<file path="src/rtl/fp_pkg.sv">
// Shared FP32 field layout, special exponent codes, unpacked-float type and
// saturation constants for the float-to-fixed conversion path.
package fp_pkg;

    localparam int unsigned FP_W      = 32;
    localparam int unsigned EXP_W     = 8;
    localparam int unsigned MAN_W     = 23;
    localparam int unsigned SIG_W     = MAN_W + 1;
    localparam int unsigned SIGN_POS  = 31;
    localparam int unsigned EXP_LSB   = 23;
    localparam int unsigned MAN_LSB   = 0;

    localparam int              EXP_BIAS    = 127;
    localparam logic [EXP_W-1:0] EXP_SPECIAL = 8'hFF;

    // Widest fixed-point word the converter supports.
    localparam int unsigned SAT_MAX_W = 48;

    typedef struct packed {
        logic             sign;
        logic [EXP_W-1:0] exp;
        logic [SIG_W-1:0] sig;
        logic             is_zero;
        logic             is_inf;
        logic             is_nan;
    } fp_unpacked_t;

    // Split an FP32 word and classify it; exp == 0 carries no hidden bit.
    function automatic fp_unpacked_t fp_unpack(input logic [FP_W-1:0] w);
        fp_unpacked_t     u;
        logic [MAN_W-1:0] man;
        u.sign    = w[SIGN_POS];
        u.exp     = w[EXP_LSB +: EXP_W];
        man       = w[MAN_LSB +: MAN_W];
        u.sig     = {(u.exp != '0), man};
        u.is_zero = (u.exp == '0);
        u.is_inf  = (u.exp == EXP_SPECIAL) && (man == '0);
        u.is_nan  = (u.exp == EXP_SPECIAL) && (man != '0);
        return u;
    endfunction

    // Largest positive two's-complement value of an out_w-bit word.
    function automatic logic [SAT_MAX_W-1:0] sat_pos(input int unsigned out_w);
        return (SAT_MAX_W'(1) << (out_w - 1)) - SAT_MAX_W'(1);
    endfunction

    // Magnitude of the most negative out_w-bit value (also its bit pattern).
    function automatic logic [SAT_MAX_W-1:0] sat_neg(input int unsigned out_w);
        return SAT_MAX_W'(1) << (out_w - 1);
    endfunction

endpackage

</file>
<file path="src/rtl/fp_align_shifter.sv">
// Combinational bidirectional barrel shifter: aligns a 24-bit significand
// to the fixed-point grid. Left shifts flag any bit pushed beyond the
// (OUT_W+1)-bit magnitude; right shifts report guard and sticky bits.
module fp_align_shifter
    import fp_pkg::*;
#(
    parameter int unsigned OUT_W = 32
) (
    input  logic [SIG_W-1:0] i_sig,
    input  logic [9:0]       i_sh,     // two's complement, bit 9 is sign
    output logic [OUT_W:0]   o_mag,
    output logic             o_guard,
    output logic             o_sticky,
    output logic             o_ovf
);

    localparam int unsigned MAG_W = OUT_W + 1;
    localparam int unsigned LW    = MAG_W + SIG_W;
    localparam int unsigned RW    = 2 * SIG_W + 1;
    // Beyond this right shift every significand bit lands in sticky.
    localparam logic [9:0]  RSH_CLAMP = 10'(SIG_W + 1);

    logic [9:0]    w_lsh;
    logic [9:0]    w_rsh;
    logic [LW-1:0] w_left;
    logic [RW-1:0] w_right;
    logic [LW-1:0] w_rmag;

    // Select shift direction, then extract magnitude and lost-bit flags.
    always_comb begin
        o_mag    = '0;
        o_guard  = 1'b0;
        o_sticky = 1'b0;
        o_ovf    = 1'b0;
        w_lsh    = i_sh;
        w_rsh    = 10'd0 - i_sh;
        w_left   = '0;
        w_right  = '0;
        w_rmag   = '0;
        if (!i_sh[9]) begin
            if (w_lsh >= 10'(LW)) begin
                o_ovf = |i_sig;
            end else begin
                w_left = {{MAG_W{1'b0}}, i_sig} << w_lsh;
                o_mag  = w_left[MAG_W-1:0];
                o_ovf  = |w_left[LW-1:MAG_W];
            end
        end else begin
            if (w_rsh > RSH_CLAMP) begin
                w_rsh = RSH_CLAMP;
            end
            w_right  = {i_sig, {(SIG_W + 1){1'b0}}} >> w_rsh;
            w_rmag   = {{MAG_W{1'b0}}, w_right[RW-1:SIG_W+1]};
            o_mag    = w_rmag[MAG_W-1:0];
            // Only a narrow OUT_W can fail to hold a right-shifted significand.
            o_ovf    = |w_rmag[LW-1:MAG_W];
            o_guard  = w_right[SIG_W];
            o_sticky = |w_right[SIG_W-1:0];
        end
    end

endmodule

</file>
<file path="src/rtl/fp_to_fixed_denorm.sv">
// Three-stage FP32 to signed fixed-point converter with valid/ready on both
// sides. S1 unpacks, S2 aligns (and optionally rounds), S3 saturates,
// negates and drives the outputs.
// Optional: define FP2FIX_ROUND_EN for round-to-nearest-even on right
// shifts; otherwise magnitudes truncate toward zero.
module fp_to_fixed_denorm
    import fp_pkg::*;
#(
    parameter int unsigned FRAC_BITS = 15,
    parameter int unsigned OUT_W     = 32
) (
    input  logic             clk,
    input  logic             rst_n,
    input  logic             in_valid,
    output logic             in_ready,
    input  logic [FP_W-1:0]  in_data,
    output logic             out_valid,
    input  logic             out_ready,
    output logic [OUT_W-1:0] out_data,
    output logic             out_ovf,
    output logic             out_inexact
);

    localparam int unsigned MAG_W  = OUT_W + 1;
    localparam int unsigned RND_W  = OUT_W + 2;
    localparam int          SH_OFS = int'(FRAC_BITS) - EXP_BIAS - int'(MAN_W);
    localparam logic [9:0]  SH_OFS_V = 10'(SH_OFS);

    localparam logic [SAT_MAX_W-1:0] SAT_POS_W = sat_pos(OUT_W);
    localparam logic [SAT_MAX_W-1:0] SAT_NEG_W = sat_neg(OUT_W);
    localparam logic [OUT_W-1:0]     SAT_POS   = SAT_POS_W[OUT_W-1:0];
    localparam logic [OUT_W-1:0]     SAT_NEG   = SAT_NEG_W[OUT_W-1:0];
    localparam logic [RND_W-1:0]     LIM_POS   = RND_W'(SAT_POS_W);
    localparam logic [RND_W-1:0]     LIM_NEG   = RND_W'(SAT_NEG_W);

    // Stage handshake
    logic w_ld1, w_ld2, w_ld3;

    // S1 state
    logic             r_s1_valid;
    logic             r_s1_sign;
    logic [SIG_W-1:0] r_s1_sig;
    logic             r_s1_zero, r_s1_inf, r_s1_nan;
    logic [9:0]       r_s1_sh;

    // S2 state
    logic             r_s2_valid;
    logic             r_s2_sign;
    logic             r_s2_zero, r_s2_inf, r_s2_nan;
    logic             r_s2_ovf;
    logic             r_s2_inexact;
    logic [RND_W-1:0] r_s2_mag;

    // S3 / output state
    logic             r_s3_valid;
    logic [OUT_W-1:0] r_out_data;
    logic             r_out_ovf;
    logic             r_out_inexact;

    // Combinational stage logic
    fp_unpacked_t     w_fp;
    logic [9:0]       w_sh;
    logic [MAG_W-1:0] w_sh_mag;
    logic             w_guard, w_sticky, w_sh_ovf;
    logic [RND_W-1:0] w_mag_rnd;
    logic             w_big;
    logic [OUT_W-1:0] w_mag_lo;
    logic [OUT_W-1:0] w_out_data;
    logic             w_out_ovf;
    logic             w_out_inexact;

    // A stage advances when empty or when its successor advances; no
    // dependence on in_valid so in_ready is free of input loops.
    always_comb begin
        w_ld3    = out_ready | ~r_s3_valid;
        w_ld2    = ~r_s2_valid | w_ld3;
        w_ld1    = ~r_s1_valid | w_ld2;
        in_ready = w_ld1;
    end

    // S1 decode: unpack fields and form the signed alignment shift.
    always_comb begin
        w_fp = fp_unpack(in_data);
        w_sh = {2'b00, w_fp.exp} + SH_OFS_V;
    end

    // S1 register.
    always_ff @(posedge clk or negedge rst_n) begin
        if (!rst_n) begin
            r_s1_valid <= 1'b0;
            r_s1_sign  <= 1'b0;
            r_s1_sig   <= '0;
            r_s1_zero  <= 1'b0;
            r_s1_inf   <= 1'b0;
            r_s1_nan   <= 1'b0;
            r_s1_sh    <= '0;
        end else begin
            if (w_ld1) begin
                r_s1_valid <= in_valid;
            end
            if (w_ld1 && in_valid) begin
                r_s1_sign <= w_fp.sign;
                r_s1_sig  <= w_fp.sig;
                r_s1_zero <= w_fp.is_zero;
                r_s1_inf  <= w_fp.is_inf;
                r_s1_nan  <= w_fp.is_nan;
                r_s1_sh   <= w_sh;
            end
        end
    end

    fp_align_shifter #(
        .OUT_W (OUT_W)
    ) u_shifter (
        .i_sig    (r_s1_sig),
        .i_sh     (r_s1_sh),
        .o_mag    (w_sh_mag),
        .o_guard  (w_guard),
        .o_sticky (w_sticky),
        .o_ovf    (w_sh_ovf)
    );

    // S2 rounding: one extra bit keeps a round-up carry for the S3 check.
`ifdef FP2FIX_ROUND_EN
    logic w_round_up;
    always_comb begin
        w_round_up = w_guard & (w_sticky | w_sh_mag[0]);
        w_mag_rnd  = {1'b0, w_sh_mag} + {{(RND_W - 1){1'b0}}, w_round_up};
    end
`else
    always_comb begin
        w_mag_rnd = {1'b0, w_sh_mag};
    end
`endif

    // S2 register.
    always_ff @(posedge clk or negedge rst_n) begin
        if (!rst_n) begin
            r_s2_valid   <= 1'b0;
            r_s2_sign    <= 1'b0;
            r_s2_zero    <= 1'b0;
            r_s2_inf     <= 1'b0;
            r_s2_nan     <= 1'b0;
            r_s2_ovf     <= 1'b0;
            r_s2_inexact <= 1'b0;
            r_s2_mag     <= '0;
        end else begin
            if (w_ld2) begin
                r_s2_valid <= r_s1_valid;
            end
            if (w_ld2 && r_s1_valid) begin
                r_s2_sign    <= r_s1_sign;
                r_s2_zero    <= r_s1_zero;
                r_s2_inf     <= r_s1_inf;
                r_s2_nan     <= r_s1_nan;
                r_s2_ovf     <= w_sh_ovf;
                r_s2_inexact <= w_guard | w_sticky;
                r_s2_mag     <= w_mag_rnd;
            end
        end
    end

    // S3 saturate and negate; specials override the numeric path.
    always_comb begin
        w_big         = r_s2_ovf || (r_s2_mag > (r_s2_sign ? LIM_NEG : LIM_POS));
        w_mag_lo      = r_s2_mag[OUT_W-1:0];
        w_out_data    = r_s2_sign ? (~w_mag_lo + 1'b1) : w_mag_lo;
        w_out_ovf     = 1'b0;
        w_out_inexact = r_s2_inexact;
        if (r_s2_nan) begin
            w_out_data    = SAT_POS;
            w_out_ovf     = 1'b1;
            w_out_inexact = 1'b0;
        end else if (r_s2_inf) begin
            w_out_data    = r_s2_sign ? SAT_NEG : SAT_POS;
            w_out_ovf     = 1'b1;
            w_out_inexact = 1'b0;
        end else if (r_s2_zero) begin
            w_out_data    = '0;
            w_out_inexact = 1'b0;
        end else if (w_big) begin
            w_out_data = r_s2_sign ? SAT_NEG : SAT_POS;
            w_out_ovf  = 1'b1;
        end
    end

    // S3 output register; holds while downstream stalls.
    always_ff @(posedge clk or negedge rst_n) begin
        if (!rst_n) begin
            r_s3_valid    <= 1'b0;
            r_out_data    <= '0;
            r_out_ovf     <= 1'b0;
            r_out_inexact <= 1'b0;
        end else begin
            if (w_ld3) begin
                r_s3_valid <= r_s2_valid;
            end
            if (w_ld3 && r_s2_valid) begin
                r_out_data    <= w_out_data;
                r_out_ovf     <= w_out_ovf;
                r_out_inexact <= w_out_inexact;
            end
        end
    end

    assign out_valid   = r_s3_valid;
    assign out_data    = r_out_data;
    assign out_ovf     = r_out_ovf;
    assign out_inexact = r_out_inexact;

endmodule

</file>
<file path="config.mk">
export PLATFORM = sky130hd
export DESIGN_NAME = fp_to_fixed_denorm
export DESIGN_NICKNAME = d
export VERILOG_FILES = /design/src/rtl/fp_pkg.sv /design/src/rtl/fp_align_shifter.sv /design/src/rtl/fp_to_fixed_denorm.sv
export SDC_FILE = /design/constraint.sdc
export NUM_CORES = 1
export LEC_CHECK = 0
export ABC_CLOCK_PERIOD_IN_PS = 6200
export CAP_MARGIN = 10
export CORE_MARGIN = 8
export CORE_UTILIZATION = 31
export DETAILED_ROUTE_END_ITERATION = 8
export GPL_TIMING_DRIVEN = 0
export PLACE_DENSITY = 0.55
export SLEW_MARGIN = 15
export SYNTH_ARGS = -nofsm -noshare
export SYNTH_HDL_FRONTEND = slang
export SYNTH_HIERARCHICAL = 1
export SYNTH_SLANG_ARGS = --single-unit
</file>
<file path="constraint.sdc">
create_clock -name clk -period 6.2 [get_ports clk]
set_clock_uncertainty 0.2 [all_clocks]
set_input_delay 1.24 -clock clk [delete_from_list [all_inputs] [get_ports clk]]
set_output_delay 1.24 -clock clk [all_outputs]
set_load 0.01 [all_outputs]
</file>
==> results.yml, run 1 <==
detailed_routing:
  top_layer_used: "met4"
  drt-met1-wl_mm: 17.6
  finalWirelength_mm: 40.0
  routed-wl-met3_mm: 2.46
  wl_met2_mm: 19.0
  drtIter0Drc: 902
  vias_per_cell: 5.80
  ant_nets: 0
  first_pass_iters: 7
  wl_per_cell_um: 22.4
  drc_errors: 0
  num_vias: 10400
timing:
  setup_viol: 0
  max_freq_mhz: 169
  final_max_slew_viol_count: 0
  finalHoldViolCount: 0
  post-route-period-util: 0.952
  relSlewSlack: 0.263
  rsz0062_at_grt: "no"
  fin_ws_ps: 297
  timing.hold.ws_ps: 269
  tightest_slew_ps: 1110
  period_minus_slack_ps: 5900
finish:
  nFillCells: 3542
  area_delta_synth_final_pct: 18.6
  diodes: 0
  final_cells: 1787
  seq_area_sq_um: 2850
  drive_gt1_frac: 0.132
  finalInstanceArea_sq_um: 12300
  multi_input_area_sq_um: 7020
  nNetsFinal: 1400
setup_path:
  critical_path_required_ps: 6280
  cp_slowest_cell: "nor3_1"
  crit_fanout: 10
  crit_chain: "buf_2 > clkinv_1 > clkbuf_1 > ha_1 > clkbuf_1 > nor2b_1 > o32ai_4 > o21ai_2 > buf_2 > nor3_1 > a2bb2oi_1 > a32oi_1 > a21oi_1 > a2111o_1 > nor4b_2 > o31ai_1 > nor2_1 > o21ai_0"
  crit_type: "flip-flop to flip-flop"
  crit_arrival_ps: 5980
  cpLargestDelayFamily: "buffers and inverters"
  slowest_delay_ps: 670
  cp-end-kind: "flip-flop"
  path_buf_inv: 5
  setup.worst_path.start_class: "flip-flop"
yosys:
  yosys_warnings: 6
  synth_edf_count: 0
  synth_nets: 1310
  syn-cell-area_sq_um: 10400
  syn_inst: 1236
  ys.flop_type: "dfrtp_1"
  synth-seq-cells: 114
  syn_area_per_cell_sq_um: 8.41
  seq_area_frac_synth: 0.275
  synthArstFlopShare: 1.00
  synth_cell_types: 80
placement:
  dpl.hpwl_mm: 31.4
  dpl_cell_area_sq_um: 11700
  routabilityCongestion: 0.959
  placed_cells: 1756
  dpl_worst_slack_ps: 49.3
  io_buffers: 71
floorplanning:
  dieArea_sq_um: 39600
  start_util: 0.312
  die_h_um: 199
  ioPinCount: 72
  core_sq_um: 33300
  dieWidth_um: 199
  row_count: 67
power:
  leakage_nw: 4.94
  cellPowerDensity_nw_per_um2: 303
  total_power_mw: 3.74
  ir_drop_mv: 0.213
global_routing:
  antenna_found_initial: 0
  grt_pass1_vias: 10100
  grt_overflow: 0
  grt_start_max_net_pins: 81
  grt_pass1_wl_mm: 61.7
  grtUsageTotal: 0.200
worst_hold_path:
  min_path_type: "flip-flop to flip-flop"
clock_network:
  cts_buffers: 17
  clockBufferDepth: 2
  insertion_delay_ps: 430
  cts.sinks: 114
  clk_transition_reported_paths_ps: 70
  cts_tree: "yes"
  root_buffer: "clkbuf_16"
  htreeDepth: 4
status:
  status: "finished, final reports clean"
job:
  max-cap-violations: 0
==> power by group <==
group	leakage, nW	internal, mW	switching [mW]	total (mW)
Clock	0.299	0.650	0.386	1.04
Combinational	3.21	0.689	1.02	1.71
Sequential	1.43	0.875	0.116	0.991
Total	4.94	2.21	1.52	3.74
==> flip-flops by register name (all words and copies together) (netlist names), 10 cells and up <==
name      count
out_data     32
r_s1_sh      10
r_s1_sig     24
r_s2_mag     33
==> synth_stat cells, types with 8 or more instances <==
library cell,n,area share
nand2b_1,12,0.0072
buf_1,14,0.0051
nor2_1,113,0.041
buf_2,21,0.010
mux2_2,63,0.068
nand2_1,183,0.066
or3_1,12,0.0072
o31ai_1,15,0.011
a31oi_1,15,0.0090
xor2_1,29,0.024
a211oi_1,50,0.036
nand3_1,24,0.012
clkbuf_1,68,0.025
o22ai_1,15,0.0090
a21o_1,8,0.0058
mux4_2,28,0.061
dfrtp_1,114,0.27
o21a_1,8,0.0058
nor4_1,22,0.013
and2_1,8,0.0048
a22oi_1,12,0.0087
o21ai_0,63,0.030
inv_1,15,0.0054
ha_1,38,0.046
xnor2_1,9,0.0076
o211ai_1,10,0.0072
nor3_1,29,0.014
a21oi_1,51,0.025
nor2b_1,11,0.0066
o41ai_1,9,0.0076
mux2i_1,36,0.035
nand4_1,16,0.0096
==> worst register-to-register path: cells and delay by family, from the launching register on <==
kind                     cells  cell delay [ps]
buffers and inverters        5             1680
AO/OA/AOI/OAI                8             1620
AND/OR/NAND/NOR              4             1420
flip-flops                   1              570
adder cells (fa/ha/maj)      1              280
==> cell usage in the layout, fill, tap and decap left out, types with 8 or more instances in the layout <==
cell,instances
nand2_1,183
dfrtp_1,114
nor2_1,113
clkdlybuf4s50_1,70
clkbuf_1,68
mux2_2,63
o21ai_0,63
a21oi_1,51
a211oi_1,50
ha_1,38
mux2i_1,36
xor2_1,29
nor3_1,29
mux4_2,28
nand3_1,24
nor4_1,22
buf_2,21
clkbuf_16,17
nand4_1,16
inv_1,15
a31oi_1,15
o31ai_1,15
o22ai_1,15
buf_1,13
nand2b_1,12
or3_1,12
a22oi_1,12
nor2b_1,11
o211ai_1,10
o41ai_1,9
and2_1,8
xnor2_1,8
a21o_1,8
o21a_1,8
==> cell type report <==
type                            instances  area share
Multi-Input combinational cell        996       0.570
Sequential cell                       114       0.232
Timing Repair Buffer                   72      0.0600
Tap cell                              448      0.0455
Buffer                                107      0.0376
Clock buffer                           19      0.0359
Clock inverter                         13      0.0140
Inverter                               18     0.00579
==> cells by family after synthesis <==
logic type	Yosys count	synth area share
compound gates	328	0.222
xor+xnor	38	0.0320
fa+ha+maj	38	0.0458
buf+inv	126	0.0513
flops	114	0.275
mux	127	0.164
simple gates	465	0.211
==> metrics by stage <==
step / utilization / TNS [ps]
after floorplan: - / 0
after global placement: 0.350 / -89400
after detailed placement: 0.351 / 0
after CTS: 0.370 / 0
after global routing: 0.370 / 0
final: 0.370 / 0
==> final timing paths <==
kind / cells past startpoint / start / slack, ps / end
worst max-delay path: 18 / r_s1_sh[0] / 300 / r_s2_inexact
worst min-delay path: 1 / r_s1_valid / 270 / r_s2_valid
worst max register to register: 18 / r_s1_sh[0] / 300 / r_s2_inexact
worst min register to register: 1 / r_s1_valid / 270 / r_s2_valid
max in group asynchronous: 2 / rst_n / 4550 / r_s1_sig[8]
min in group asynchronous: 1 / rst_n / 500 / out_data[5]
==> what timing repair did <==
item                       4_1_cts  5_1_grt
resized for setup                0        4
hold endpoints to repair         0        0
setup endpoints to repair        0        1
buffers inserted                 0        0
hold buffers                     0        0
==> layer usage <==
layer  vias up  GRT usage
li1       4809          -
met1      5087      0.267
met2       399      0.328
met3        70     0.0335
met4         0     0.0618
met5         -          0
No activity file was read; power rests on OpenSTA's default activity.
==> run 2, diff against run 1 <==
--- a/config.mk
+++ b/config.mk
@@ -8,10 +8,10 @@
 export ABC_CLOCK_PERIOD_IN_PS = 6200
 export CAP_MARGIN = 10
 export CORE_MARGIN = 8
-export CORE_UTILIZATION = 31
+export CORE_UTILIZATION = 35
 export DETAILED_ROUTE_END_ITERATION = 8
 export GPL_TIMING_DRIVEN = 0
-export PLACE_DENSITY = 0.55
+export PLACE_DENSITY = 0.6
 export SLEW_MARGIN = 15
 export SYNTH_ARGS = -nofsm -noshare
 export SYNTH_HDL_FRONTEND = slang
==> run 2 against run 1 <==
Critical endpoint unchanged. Die area down 11%. Sequential cell count unchanged. Routed wire length down 2.0%. Clock power hardly changed. Final area fell by 0.88%. Total power is 1.0% lower. Register-to-register slack improved by 50 ps. Count of clock-buffer cells in the layout decreased by 2. Combinational power about the same. Final cell count shrank 3.2%. Sequential share of layout area grew 0.21 points.
==> results.yml, run 2 (same netlist as run 1, synthesis figures left out) <==
global_routing:
  grt_pass1_vias: 10200
  grtUsageTotal: 0.216
  grt_overflow: 0
  antenna_found_initial: 0
  grt_busiest_layer: "met2"
  use_met2: 0.348
  grt_start_max_net_pins: 71
  met1_usage: 0.278
  grt_pass1_wl_mm: 60.9
  use_met3: 0.0429
worst_hold_path:
  min-delay-start: "out_inexact"
  min_to: "out_inexact"
  min_path_type: "flip-flop to flip-flop"
  hold_depth: 2
finish:
  drive_gt1_frac: 0.132
  final_common_cell: "nand2_1"
  largest_reg_flops: 33
  nNetsFinal: 1400
  layout_common_cells: "nand2_1, dfrtp_1, nor2_1, clkdlybuf4s50_1, clkbuf_1"
  diodes: 0
  regMostFlops: "r_s2_mag"
  final_cells: 1729
  area_delta_synth_final_pct: 17.5
timing:
  max_freq_mhz: 171
  finalHoldViolCount: 0
  final_max_slew_viol_count: 0
  post-route-period-util: 0.943
  relSlewSlack: 0.219
  rsz0062_at_grt: "no"
  tightest_slew_ps: 1170
  setup_viol: 0
  setup_tns_ps: 0
  period_minus_slack_ps: 5850
clock_network:
  cts_tree: "yes"
  clockBufferDepth: 2
  cts.sinks: 114
  post_cts_buffers: 0
  insertion_delay_ps: 430
  cts_hold_buffers: 0
  clk_transition_reported_paths_ps: 60
  htreeDepth: 4
  cts_buffers: 17
  ctsResizeCount: 0
  root_buffer: "clkbuf_16"
status:
  status: "finished, final reports clean"
setup_path:
  r2r-end: "r_s2_inexact"
  crit_arrival_ps: 5930
  crit_fanout: 10
  crit_type: "flip-flop to flip-flop"
  setup.worst_path.start_class: "flip-flop"
  critical_path_required_ps: 6280
  r2r_cells: 16
  r2r_start: "r_s1_sh[0]"
  r2r_slack_ps: 350
  cp-end-kind: "flip-flop"
detailed_routing:
  ant_nets: 0
  drc_errors: 0
  drtIter0Drc: 1028
  finalWirelength_mm: 39.2
  vias_per_cell: 6.06
  first_pass_iters: 5
  wl_per_cell_um: 22.7
  num_vias: 10500
placement:
  placed_cells: 1698
  routabilityCongestion: 0.990
  io_buffers: 71
  dpl.hpwl_mm: 30.3
floorplanning:
  core_sq_um: 29400
  ioPinCount: 72
  die_h_um: 188
  row_count: 63
  start_util: 0.353
  dieWidth_um: 188
  dieArea_sq_um: 35500
power:
  ir_drop_mv: 0.188
  cellPowerDensity_nw_per_um2: 303
  leakage_nw: 4.92
job:
  max-cap-violations: 0
==> run 2: layout make-up <==
class / count / area [sq um]
clock buffer: 17 / 425
inverter: 18 / 71.3
sequential: 114 / 2850
fill: 2957 / 17200
clock inverter: 15 / 161
multi-input combinational: 996 / 7010
timing repair buffer: 72 / 739
buffer: 107 / 463
tap: 390 / 488
==> run 2: worst max-delay path, cell delays in order (launching register included) <==
cell and delay (ps):
dfrtp_1 540, buf_2 380, clkinv_1 390, clkbuf_1 350
ha_1 270, clkbuf_1 200, xnor2_1 760, clkbuf_1 530
o21ai_0 270, a32o_1 360, a22oi_1 280, nand3_1 110
nor4b_1 320, nor4b_2 280, o31ai_1 90, nor2_1 240
o21ai_0 110
==> run 2: worst max path at each step <==
stage | from | to | slack (ps) | cells after the start
floorplan | r_s1_sh[1] | r_s2_inexact | 1590 | 19
global placement | rst_n | r_s1_sig[20] | -720 | 1
detailed placement | r_s1_sh[1] | r_s2_inexact | 50 | 19
CTS | r_s1_sh[1] | r_s2_inexact | 20 | 19
global route | r_s1_sh[0] | r_s2_inexact | 10 | 17
finish | r_s1_sh[0] | r_s2_inexact | 350 | 16
==> run 2: metrics by stage <==
| step | worst slack, ps | utilization | total power [mW] | hold WS, ps | area [sq um] |
|---|---|---|---|---|---|
| 2_1_floorplan | 1590 | - | 2.01 | 239 | 10400 |
| 5_1_grt | 9.76 | 0.415 | 3.89 | 291 | 12200 |
| 6_report | 351 | 0.415 | 3.70 | 268 | 12200 |
| 3_5_place_dp | 48.6 | 0.395 | 2.67 | 260 | 11600 |
| 4_1_cts | 23.1 | 0.415 | 3.69 | 275 | 12200 |
| 3_3_place_gp | -722 | 0.394 | 2.67 | 259 | 11600 |
==> run 2: layer usage <==
layer / routed length [um] / share of wire / up-vias
met5: 0 / 0 / -
met4: 1470 / 0.038 / 0
met3: 3010 / 0.077 / 91
met2: 18100 / 0.46 / 524
met1: 16600 / 0.42 / 5064
li1: - / - / 4802
==> run 2: report_power, final <==
part | total [mW] | switching (mW) | internal, mW
Clock | 1.01 | 0.437 | 0.572
Combinational | 1.70 | 1.01 | 0.688
Sequential | 0.991 | 0.117 | 0.874
Total | 3.70 | 1.56 | 2.13
